===== src/rtl/alu_exec_ctrl.sv =====
// rtl/alu_exec_ctrl.sv - execute-stage controller for an external 8-bit combinational ALU
// Owns a 4x8 register file and flag register; one instruction per four cycles.
module alu_exec_ctrl #(
  parameter int DATA_W = 8,
  parameter int REG_AW = 2
) (
  input  logic              clk,
  input  logic              rst_n,
  input  logic              instr_valid,
  output logic              instr_ready,
  input  logic [3:0]        instr_opcode,
  input  logic [REG_AW-1:0] instr_rd,
  input  logic [REG_AW-1:0] instr_rs,
  input  logic [DATA_W-1:0] instr_imm,
  input  logic              instr_use_imm,
  input  logic              instr_wb,
  output logic [DATA_W-1:0] alu_operand_1,
  output logic [DATA_W-1:0] alu_operand_2,
  output logic [3:0]        alu_opcode,
  input  logic [DATA_W-1:0] alu_out,
  input  logic              alu_z,
  input  logic              alu_cy,
  input  logic              alu_sign,
  output logic              flag_z,
  output logic              flag_cy,
  output logic              flag_sign,
  output logic              done,
  input  logic [REG_AW-1:0] dbg_addr,
  output logic [DATA_W-1:0] dbg_data
);

  localparam int NREG = 1 << REG_AW;

  typedef enum logic [1:0] {
    S_IDLE,
    S_LOAD,
    S_EXEC,
    S_WB
  } state_t;

  state_t              state;
  logic [DATA_W-1:0]   regs [NREG];
  logic [3:0]          opc_q;
  logic [REG_AW-1:0]   rd_q;
  logic [REG_AW-1:0]   rs_q;
  logic [DATA_W-1:0]   imm_q;
  logic                use_imm_q;
  logic                wb_q;

  assign dbg_data = regs[dbg_addr];

  always_ff @(posedge clk or negedge rst_n) begin
    if (!rst_n) begin
      state         <= S_IDLE;
      for (int i = 0; i < NREG; i++) regs[i] <= '0;
      opc_q         <= '0;
      rd_q          <= '0;
      rs_q          <= '0;
      imm_q         <= '0;
      use_imm_q     <= 1'b0;
      wb_q          <= 1'b0;
      alu_operand_1 <= '0;
      alu_operand_2 <= '0;
      alu_opcode    <= '0;
      flag_z        <= 1'b0;
      flag_cy       <= 1'b0;
      flag_sign     <= 1'b0;
      done          <= 1'b0;
      instr_ready   <= 1'b1;
    end else begin
      case (state)
        S_IDLE: begin
          // instr_ready is high throughout IDLE, so valid alone completes the handshake
          if (instr_valid) begin
            opc_q       <= instr_opcode;
            rd_q        <= instr_rd;
            rs_q        <= instr_rs;
            imm_q       <= instr_imm;
            use_imm_q   <= instr_use_imm;
            wb_q        <= instr_wb;
            instr_ready <= 1'b0;
            state       <= S_LOAD;
          end
        end
        S_LOAD: begin
          alu_operand_1 <= regs[rd_q];
          alu_operand_2 <= use_imm_q ? imm_q : regs[rs_q];
          alu_opcode    <= opc_q;
          state         <= S_EXEC;
        end
        S_EXEC: begin
          if (wb_q) regs[rd_q] <= alu_out;
          flag_z    <= alu_z;
          flag_cy   <= alu_cy;
          flag_sign <= alu_sign;
          done      <= 1'b1;
          state     <= S_WB;
        end
        default: begin
          done        <= 1'b0;
          instr_ready <= 1'b1;
          state       <= S_IDLE;
        end
      endcase
    end
  end

endmodule

===== config.mk =====
export PLATFORM = sky130hd
export DESIGN_NAME = alu_exec_ctrl
export DESIGN_NICKNAME = d
export VERILOG_FILES = /design/src/rtl/alu_exec_ctrl.sv
export SDC_FILE = /design/constraint.sdc
export NUM_CORES = 1
export LEC_CHECK = 0
export ABC_AREA = 1
export ABC_CLOCK_PERIOD_IN_PS = 2100
export CORE_MARGIN = 5
export CORE_UTILIZATION = 40
export DETAILED_ROUTE_END_ITERATION = 8
export SKIP_LAST_GASP = 1
export SYNTH_ARGS = -nofsm -noshare
export SYNTH_HDL_FRONTEND = slang
export SYNTH_SLANG_ARGS = --single-unit
export TNS_END_PERCENT = 10

===== constraint.sdc =====
create_clock -name clk -period 2.1 [get_ports clk]
set_input_delay 0.42 -clock clk [delete_from_list [all_inputs] [get_ports clk]]
set_output_delay 0.42 -clock clk [all_outputs]
set_load 0.02 [all_outputs]

* Yosys cells after proc, flatten, opt, wreduce, memory -nomap -nowiden *
Index checks and enable logic that the tools add are counted.

operators by class
  bitwise operators = 4
  multiplexer cells = 18
  $lt $le $gt $ge = 4
  equal/unequal tests = 3
  reduce and logical (&&, ||, !) cells = 7

operators by type and width
  operator            count
  $mux 8              8
  $bmux 8 s2          3
  $bwmux 32           1
  $demux 8 s2         1
  $ge 3x3->1 const B  3
  $not 2->3           3
  $pmux 2 s3          1
  $reduce_and 2->1    3
  $pmux 1 s2          2
  $reduce_or 2->1     2
  $lt 3x1->1 const B  1
  $eq 2x1->1 const B  1
  $eq 2x2->1 const B  1
  $logic_not 2->1     1
  $mux 2              1
  $ne 2x2->1 const B  1
  $logic_and 1x1->1   1
  $mux 1              1
  $not 1->1           1

word-level totals
  logic and storage cells = 55
  flip-flop bits (word level) = 77
  output and inout bits = 33
  input port bits = 34

* Depth between registers and ports, before layout *
Gate-level depths: netlist (run 1).

  depth in word-level cells = 6
  depth in mapped cells = 9
  gate-level depth less buffers = 7

* Least setup slack after synthesis (run 1) *
OpenSTA, ideal clock, no wires.

  kind = input to output
  start point = in dbg_addr[0]
  end point = out dbg_data[5]
  stages on the path = 4
  path slack = 0.434 ns
  required time = 1.680 ns
  arrival = 1.246 ns
  buffers on the path = 1
  cell sequence = inv_1 clkbuf_1 o21ai_0 o22ai_1

on the way
  cells in the longest elaborated chain, start to end = 4

ends and longest elaborated chain
  element                                     line  source
  from (decl)                                 28    input logic [REG_AW-1:0] dbg_addr,
  $not 2->3 (implied by the code)             50    assign dbg_data = regs[dbg_addr];
  $bmux 8 s2                                  50
  $mux 8 (implied by the code) (2 in series)  50
  to (decl)                                   29    output logic [DATA_W-1:0] dbg_data

Every way passes these cells. The select of a mux whose other input is x is not followed.

* Final worst setup path (run 1) *
  start point = in dbg_addr[0]
  end point = out dbg_data[1]

Same word-level chain as after synthesis.

==> impl_results.md, run 1 <==
* Synth Area per Inst at 7.89 um^2
* M2 GR Usage at 27.0%
* Final min period at 1.98 ns
* Post-DP HPWL at 7.25 mm
* # H-tree levels at 3
* Critical Path RT at 1.68 ns
* Via density at 4.92
* Crit path DAT at 1.56 ns
* Nets at 595
* Worst vdd ir at 0.000560 V
* Crit path launch type: input pin
* Synth area leader: dfrtp_1
* Static Leak at 2.33 nW
* Total routed wirelength at 10.2 mm
* Placed instance area at 4630 um^2
* Outcome: finished, final reports clean
* Crit Reg-Reg Startpoint: state[0]
* CP peak stage delay at 0.32 ns
* Post-route design area at 4890 um^2
* Kind of critical path: in -> out
* Slew Viols, Final at 0
* Slowest-stage cell, CP: dlygate4sd2_1
* Reg clk slew, reported paths at 0.08 ns
* Max-Cap Viols at 0
* Die width at 107 um
* DR iter-0 viols at 228
* Synth Register Bits at 77
* Most used cell, CP: dlygate4sd2_1
* Die area at 11,500 um^2
* GPL Wtd Cong at 0.840
* Fin cells at 689
* Initial antenna violation count at 0
* Grt total ovfl at 0
* Starting Density at 41.1%
* Share of cells above drive strength 1 at 10.2%
* Yosys top cell area share at 50.1%
* CTS max path bufs at 2
* CP endpoint kind: output pin
* Hold Path Class: in -> async
* Slew @ Worst Pin at 0.485 ns
* First-pass GRT wire length at 17.1 mm
* # setup viols final at 0
* R2R depth at 7
* Cell Rows at 35
* Leading post-synthesis cells by cell area: dfrtp_1 50%, nand2_1 17%, nand3_1 6.3%
* FF-to-FF End: regs[31]
* Post-synthesis sequential area ratio at 50.8%
* Yosys cell types at 27
* Clock root cell: clkbuf_8
* FF-to-FF setup slack at 0.35 ns
* Layout fillers at 925
* TritonCTS sink count at 77
* Cells along the critical path: dlygate4sd2_1 -> inv_1 -> buf_4 -> o21ai_0 -> o22ai_1 -> dlygate4sd2_1
* DR vias at 3,390
* Slew headroom at 67.6%
* CTS buffer count at 9
* Mapped Cells at 481
* Largest fanout on the critical path at 5
* Crit. Startpoint: dbg_addr[0]
* WL/cell at 14.7 um
* RSZ-0062 raised after global routing: false
* Fin. Hold Viols at 0
* Dpl ws at -0.420 ns
* ANT cells at 0
* IO Port Bufs at 66
* CTS tree: done
* PD cells at 1620 nW/um^2
* Pre-Repair DR Iteration Count at 7
* Skew final at 0.0129 ns
* Antenna Nets Post-Route at 0
* Area growth syn-to-layout at 28.9%
* Mapped cell area at 3800 um^2
* M3 GR Usage at 4.50%
* Synth warn at 0
* Net Count, Synth at 521
* Core Area at 9240 um^2
* Max Freq at 0.506 GHz
* Largest net degree at the start of global routing at 39
* Clk_lat worst skew at 0.35 ns
* Gr busiest metal: met2
* DRC Markers at 0
* Final worst slack at 0.125 ns
* Overall routing resource usage at 18.6%
* Placed insts at 672
* Die H at 107 um
* Number of global-route vias before repair at 3,301
* Fin crit share at 94.1%
* Grt met1 use at 26.8%
* IO Pins at 67
## power by group
group          switching [mW]  internal, mW
sequential              0.726          2.23
clock                   0.551         0.827
combinational            2.11          1.47
total                    3.39          4.52
## flip-flops by register name (all words and copies together) (netlist names), 2 cells and up
register	flops
regs	32
alu_operand_1	8
alu_operand_2	8
imm_q	8
alu_opcode	4
opc_q	4
rd_q	2
rs_q	2
state	2
## cell usage after synthesis, drive strengths merged
master,number
o31ai,1
ha,6
nand3,51
dfrtp,76
mux2,1
nand2,174
dfstp,1
buf,17
nor2,31
clkinv,2
o21ai,52
nor3,1
inv,27
nand4,8
clkbuf,8
o22ai,8
a21oi,17
## repair_timing
| item | in CTS | in global routing |
|---|---|---|
| gates resized for setup | 23 | 0 |
| setup endpoints to repair | 8 | 0 |
| hold endpoints to repair | 2 | 0 |
| hold buffers | 1 | 0 |
| setup buffers | 0 | 0 |
## cells by family (layout without fill, tap and decap cells)
group                    count (synthesis)  count (layout)  share of synthesized area (%)
AND/OR/NAND/NOR                        265             265                           29.4
multiplexers                             1               1                          0.297
flip-flops                              77              77                           50.8
buffers and inverters                   54             133                           6.75
AO/OA/AOI/OAI                           78              78                           10.8
adder cells (fa/ha/maj)                  6               6                           1.98
## final cells by class
class / count / area, um^2 / area share [%]
inverters: 29 / 114 / 2.33
repair buffers: 88 / 830 / 17.0
flip-flops and latches: 77 / 1930 / 39.4
clock buffers: 11 / 141 / 2.89
multi-input cells: 350 / 1610 / 33.0
clock inverters: 5 / 106 / 2.17
well taps: 129 / 161 / 3.30
## per-stage QoR
stage | hold slack (ns) | total power, mW | TNS (ns) | util (%)
6_report | 0.393 | 7.91 | 0 | 53.0
5_1_grt | 0.397 | 8.57 | 0 | 53.0
4_1_cts | 0.381 | 7.96 | 0 | 53.0
3_5_place_dp | 0.216 | 6.58 | -3.14 | 50.1
3_3_place_gp | 0.215 | 6.50 | -2.92 | 50.1
2_1_floorplan | 0.124 | 5.17 | 0 | -
## placed cells by master, fill, tap and decap left out, drive strengths merged, types with 11 or more instances in the layout
cell type,n
a21oi,17
buf,22
clkbuf,11
clkdlybuf4s50,55
dfrtp,76
inv,28
nand2,174
nand3,51
nor2,31
o21ai,52
## critical path, delay by kind of cell
| kind | cells | cell delay, ns |
|---|---|---|
| buffers and inverters | 4 | 0.88 |
| AOI/OAI and AO/OA | 2 | 0.25 |
## routing by layer
layer | part of all wire [%] | vias to the layer above
li1 | - | 1704
met1 | 48 | 1565
met2 | 43 | 104
met3 | 6.5 | 17
met4 | 2.5 | 0
met5 | 0 | -
## worst max path at each step
stage	end	slack (ns)	cells past startpoint
3_3_place_gp	dbg_data[0]	-0.37	6
4_1_cts	dbg_data[1]	0.13	6
2_1_floorplan	dbg_data[5]	0.43	4
3_5_place_dp	dbg_data[7]	-0.42	6
5_1_grt	dbg_data[1]	0.002	6
6_report	dbg_data[1]	0.12	6
No activity file was read; power rests on OpenSTA's default activity.
==> run 2, diff against run 1 <==
CTS_BUF_LIST = sky130_fd_sc_hd__clkbuf_4   (was unset)
GPL_TIMING_DRIVEN = 0   (was unset)
==> impl_results.md, run 2 (synthesized netlist as in run 1, its figures left out) <==
* DR iter-0 viols at 168
* Antenna Nets Post-Route at 0
* Max reg flops at 32
* # H-tree levels at 3
* Critical Path RT at 1.68 ns
* Setup Buffers After CTS at 0
* Total routed wirelength at 10.9 mm
* WL/cell at 15.7 um
* Hold Slack at 0.450 ns
* Pre-Repair DR Iteration Count at 5
* Share of cells above drive strength 1 at 9.59%
* GPL Wtd Cong at 0.845
* Reg area at 1930 um^2
* Reg clk slew, reported paths at 0.13 ns
* Cells along the critical path: dlygate4sd2_1 -> inv_2 -> clkbuf_4 -> nor2_1 -> o22ai_1 -> clkdlybuf4s15_2
* Static Leak at 2.27 nW
* Initial antenna violation count at 0
* Core Area at 9240 um^2
* Nets at 600
* RSZ-0062 raised after global routing: true
* Area taken by multi-input logic gates at 1610 um^2
* DRC Markers at 0
* Slew Viols, Final at 0
* Area growth syn-to-layout at 25.9%
* Cell Rows at 35
* IO Port Bufs at 66
* R2R depth at 6
* Clock root cell: clkbuf_4
* CP endpoint kind: output pin
* Largest register by flop count: regs
* Slew @ Worst Pin at 0.507 ns
* Via density at 5.07
* Die H at 107 um
* Slowest-stage cell, CP: dlygate4sd2_1
* Max-Cap Viols at 0
* Clk_lat worst skew at 0.42 ns
* Commonest non-fill, non-tap cell in the layout: nand2_1
* ANT cells at 0
* Grt total ovfl at 0
* Most frequent cells in the layout: 173 x nand2_1, 76 x dfrtp_1, 55 x clkdlybuf4s50_1
* Hold Path Class: in -> async
* CTS buffer count at 9
* Kind of critical path: in -> out
* Pwr Total at 7.51 mW
* PD cells at 1570 nW/um^2
* Largest fanout on the critical path at 10
* CTS max path bufs at 2
* Slew headroom at 66.2%
* Layout fillers at 923
* # setup viols final at 0
* Crit path launch type: input pin
* Largest net degree at the start of global routing at 52
* DR vias at 3,506
* IO Pins at 67
* Final min period at 2.09 ns
* Outcome: finished, final reports clean
* Starting Density at 41.1%
* Skew final at 0.0175 ns
* Placed instance area at 4640 um^2
* Worst path bufs/invs at 4
* Number of global-route vias before repair at 3,414
* Post-DP HPWL at 7.91 mm
* Max Freq at 0.478 GHz
* CP Depth at 6
* Die area at 11,500 um^2
* CTS tree: done
* First-pass GRT wire length at 17.7 mm
* Worst vdd ir at 0.000643 V
* TritonCTS sink count at 77
* Overall routing resource usage at 19.7%
* Critical path's top delay family: buffers and inverters
* Fin crit share at 99.6%
* Crit path DAT at 1.67 ns
* Die width at 107 um
* Post-route design area at 4780 um^2
* CP peak stage delay at 0.32 ns
* Fin. Hold Viols at 0
run 2: cell types whose count changed in the layout (fill, tap and decap cells not counted), moves of 2 or more:
cell / previous run / this run
buf_4: 22 / 5
inv_1: 22 / 20
clkdlybuf4s15_2: 6 / 3
clkbuf_1: 1 / 6
inv_2: 3 / 5
buf_6: 0 / 3
clkbuf_8: 10 / 0
bufinv_16: 3 / 1
clkbuf_4: 0 / 12
buf_2: 0 / 9
run 2: final cells by class:
| class | instances | area share [%] |
|---|---|---|
| Buffer | 25 | 3.14 |
| Clock buffer | 10 | 1.57 |
| Clock inverter | 4 | 1.07 |
| Inverter | 29 | 2.38 |
| Multi-Input combinational cell | 350 | 33.7 |
| Sequential cell | 77 | 40.3 |
| Tap cell | 129 | 3.38 |
| Timing Repair Buffer | 68 | 14.4 |
run 2: worst paths after layout:
kind | from | end | slack (ns)
worst max-delay path | dbg_addr[0] | dbg_data[4] | 0.008
worst min-delay path | rst_n | alu_operand_2[3] | 0.45
worst max register to register | state[1] | imm_q[6] | 0.28
worst min register to register | alu_opcode[1] | alu_opcode[1] | 0.48
max in group asynchronous | rst_n | instr_ready | 1.00
min in group clk | alu_opcode[1] | alu_opcode[1] | 0.48
run 2: timing repair:
item                                    4_1_cts  5_1_grt
hold buffers                                  1        0
gates cloned                                  0        0
hold endpoints to repair                     26        0
resized for setup                            25        1
endpoints found under the setup margin        8        8
run 2: routing by layer:
layer,up-vias,part of all wire [%],GRT usage [%]
met1,1635,49,28.1
met2,116,43,28.7
met5,-,0,0
li1,1729,-,-
met4,0,3.0,8.75
met3,26,5.1,3.96
run 2: worst reg2reg max path, delay by kind of cell (launching register included):
kind                       cells  cell delay (ns)
buffers and inverters          3             0.70
DFF                            1             0.44
adders and majority gates      1             0.20
and+or+nand+nor                1             0.20
AOI/OAI and AO/OA              1             0.15
run 2: where the power goes:
group          total (mW)  internal, mW  switching (mW)  leakage, nW
registers            2.89          2.22           0.669        0.919
logic                3.75          1.50            2.25         1.28
clock network       0.867         0.364           0.502       0.0683
run 2: through the flow:
| step | setup slack (ns) | TNS (ns) | util (%) | cells |
|---|---|---|---|---|
| after global routing | -0.0770 | -0.385 | 51.8 | 692 |
| after global placement | -2.16 | -170.78 | 50.0 | 676 |
| final | 0.00808 | 0 | 51.8 | 692 |
| after floorplan | 0.434 | 0 | - | 481 |
| after detailed placement | -0.795 | -6.14 | 50.3 | 677 |
| after CTS | 0.0140 | 0 | 51.8 | 692 |
==> run 3, diff against run 2 <==
GPL_ROUTABILITY_DRIVEN = 0   (was unset)
MAX_ROUTING_LAYER = met4   (was unset)
PLACE_DENSITY_LB_ADDON = 0.25   (was unset)
==> impl_results.md, run 3 (synthesized netlist as in run 1, its figures left out) <==
* Crit path launch type: input pin
* RSZ-0062 raised after global routing: true
* TritonCTS sink count at 77
* Skew final at 0.0167 ns
* Area growth syn-to-layout at 26.0%
* WL/cell at 15.2 um
* Pwr Total at 7.52 mW
* Antenna Nets Post-Route at 0
* Slew headroom at 68.7%
* Slew Viols, Final at 0
* Most frequent cells in the layout: 173 x nand2_1, 76 x dfrtp_1, 55 x clkdlybuf4s50_1
* Total routed wirelength at 10.6 mm
* Outcome: finished, violations left
* IO Port Bufs at 66
* Pre-Repair DR Iteration Count at 5
* Die area at 11,500 um^2
* Final min period at 2.16 ns
* Crit path DAT at 1.74 ns
* Comb power frac at 49.6%
* # setup viols final at 5
* Dpl ws at -0.817 ns
* Via density at 5.11
* Cell Rows at 35
* Slew @ Worst Pin at 0.470 ns
* Worst vdd ir at 0.000604 V
* CTS buffer count at 9
* ANT cells at 0
* DR iter-0 viols at 435
* Overall routing resource usage at 19.8%
* Failing checks: setup timing
* CP endpoint kind: output pin
* # H-tree levels at 3
* Share of cells above drive strength 1 at 10.3%
* First-pass GRT wire length at 17.6 mm
* Setup Buffers After CTS at 0
* DR vias at 3,549
* Fin cells at 694
* CTS max path bufs at 2
* CTS tree: done
* Core Area at 9240 um^2
* Clock power frac at 11.9%
* Final worst slack at -0.0593 ns
* PD cells at 1570 nW/um^2
* Psw at 3.42 mW
* Largest register by flop count: regs
* Max Freq at 0.463 GHz
* Largest fanout on the critical path at 10
* Fin. Hold Viols at 0
* Clock root cell: clkbuf_4
* Hold Path Class: in -> async
* Max-Cap Viols at 0
* Placed insts at 677
* Starting Density at 41.1%
* Flop pwr share at 38.5%
* Commonest non-fill, non-tap cell in the layout: nand2_1
* DRC Markers at 0
* Number of global-route vias before repair at 3,444
* Die width at 107 um
* Static Leak at 2.27 nW
* IO Pins at 67
* Grt total ovfl at 0
* Die H at 107 um
* Largest net degree at the start of global routing at 47
* Kind of critical path: in -> out
* Max reg flops at 32
* Initial antenna violation count at 0
* Int Pwr at 4.11 mW
* Critical Path RT at 1.68 ns
* Post-DP HPWL at 7.69 mm
* Fin crit share at 103%
* Nets at 600
* Sw frac at 45.4%
* Clk_lat worst skew at 0.42 ns
* Reg clk slew, reported paths at 0.13 ns
## run 3: cell types whose count changed in the layout (fill, tap and decap cells not counted), sizes merged
cell	delta
dlygate4sd2	-3
clkbuf	+2
buf	+1
clkdlybuf4s15	+1
clkinvlp	+1
## run 3: power by group through the flow
stage	clock network, mW	logic [mW]	registers, mW
after floorplan	0	2.22	2.95
after global placement	0	3.65	2.88
after detailed placement	0	3.75	2.90
after CTS	0.913	3.74	2.88
after global routing	0.977	4.18	2.97
final	0.893	3.73	2.90
## run 3: final cells by class
type	count	area (um^2)
fillers	871	4460
clock inverters	5	53.8
inverters	29	114
plain buffers	25	148
repair buffers	68	684
multi-input cells	350	1610
flip-flops and latches	77	1930
well taps	129	161
clock buffers	11	82.6
## run 3: final timing paths
path / start / to / cells past startpoint / slack (ns)
worst min register to register: alu_opcode[2] / alu_opcode[2] / 2 / 0.48
max in group asynchronous: rst_n / instr_ready / 3 / 1.00
worst min-delay path: rst_n / regs[27] / 2 / 0.47
worst max register to register: state[0] / regs[24] / 8 / 0.27
min in group clk: alu_opcode[2] / alu_opcode[2] / 2 / 0.48
worst max-delay path: dbg_addr[0] / dbg_data[0] / 6 / -0.06
## run 3: worst max-delay path, cell delays in order
cell             delay (ns)
clkdlybuf4s15_1        0.32
inv_2                  0.18
buf_2                  0.22
nor2_1                 0.06
o22ai_1                0.23
clkdlybuf4s15_2        0.30
## run 3: metal layers
layer	wire length (um)	part of all wire, %	track usage, %
met1	4870	46	27.5
met3	774	7.3	3.84
met4	227	2.2	7.66
met5	0	0	-
met2	4690	44	28.7
## run 3: through the flow
stage	setup TNS (ns)	hold slack (ns)	instance area, um^2	util [%]
6_report	-0.198	0.470	4780	51.8
3_3_place_gp	-161.82	0.453	4620	50.0
3_5_place_dp	-6.16	0.394	4640	50.3
4_1_cts	-0.116	0.460	4800	51.9
5_1_grt	-0.498	0.484	4780	51.8
2_1_floorplan	0	0.124	3800	-
## run 3: timing repair
| action | CTS | global route |
|---|---|---|
| hold buffers | 1 | 0 |
| endpoints found under the setup margin | 8 | 8 |
| resized for setup | 25 | 7 |
| endpoints found under the hold margin | 31 | 0 |
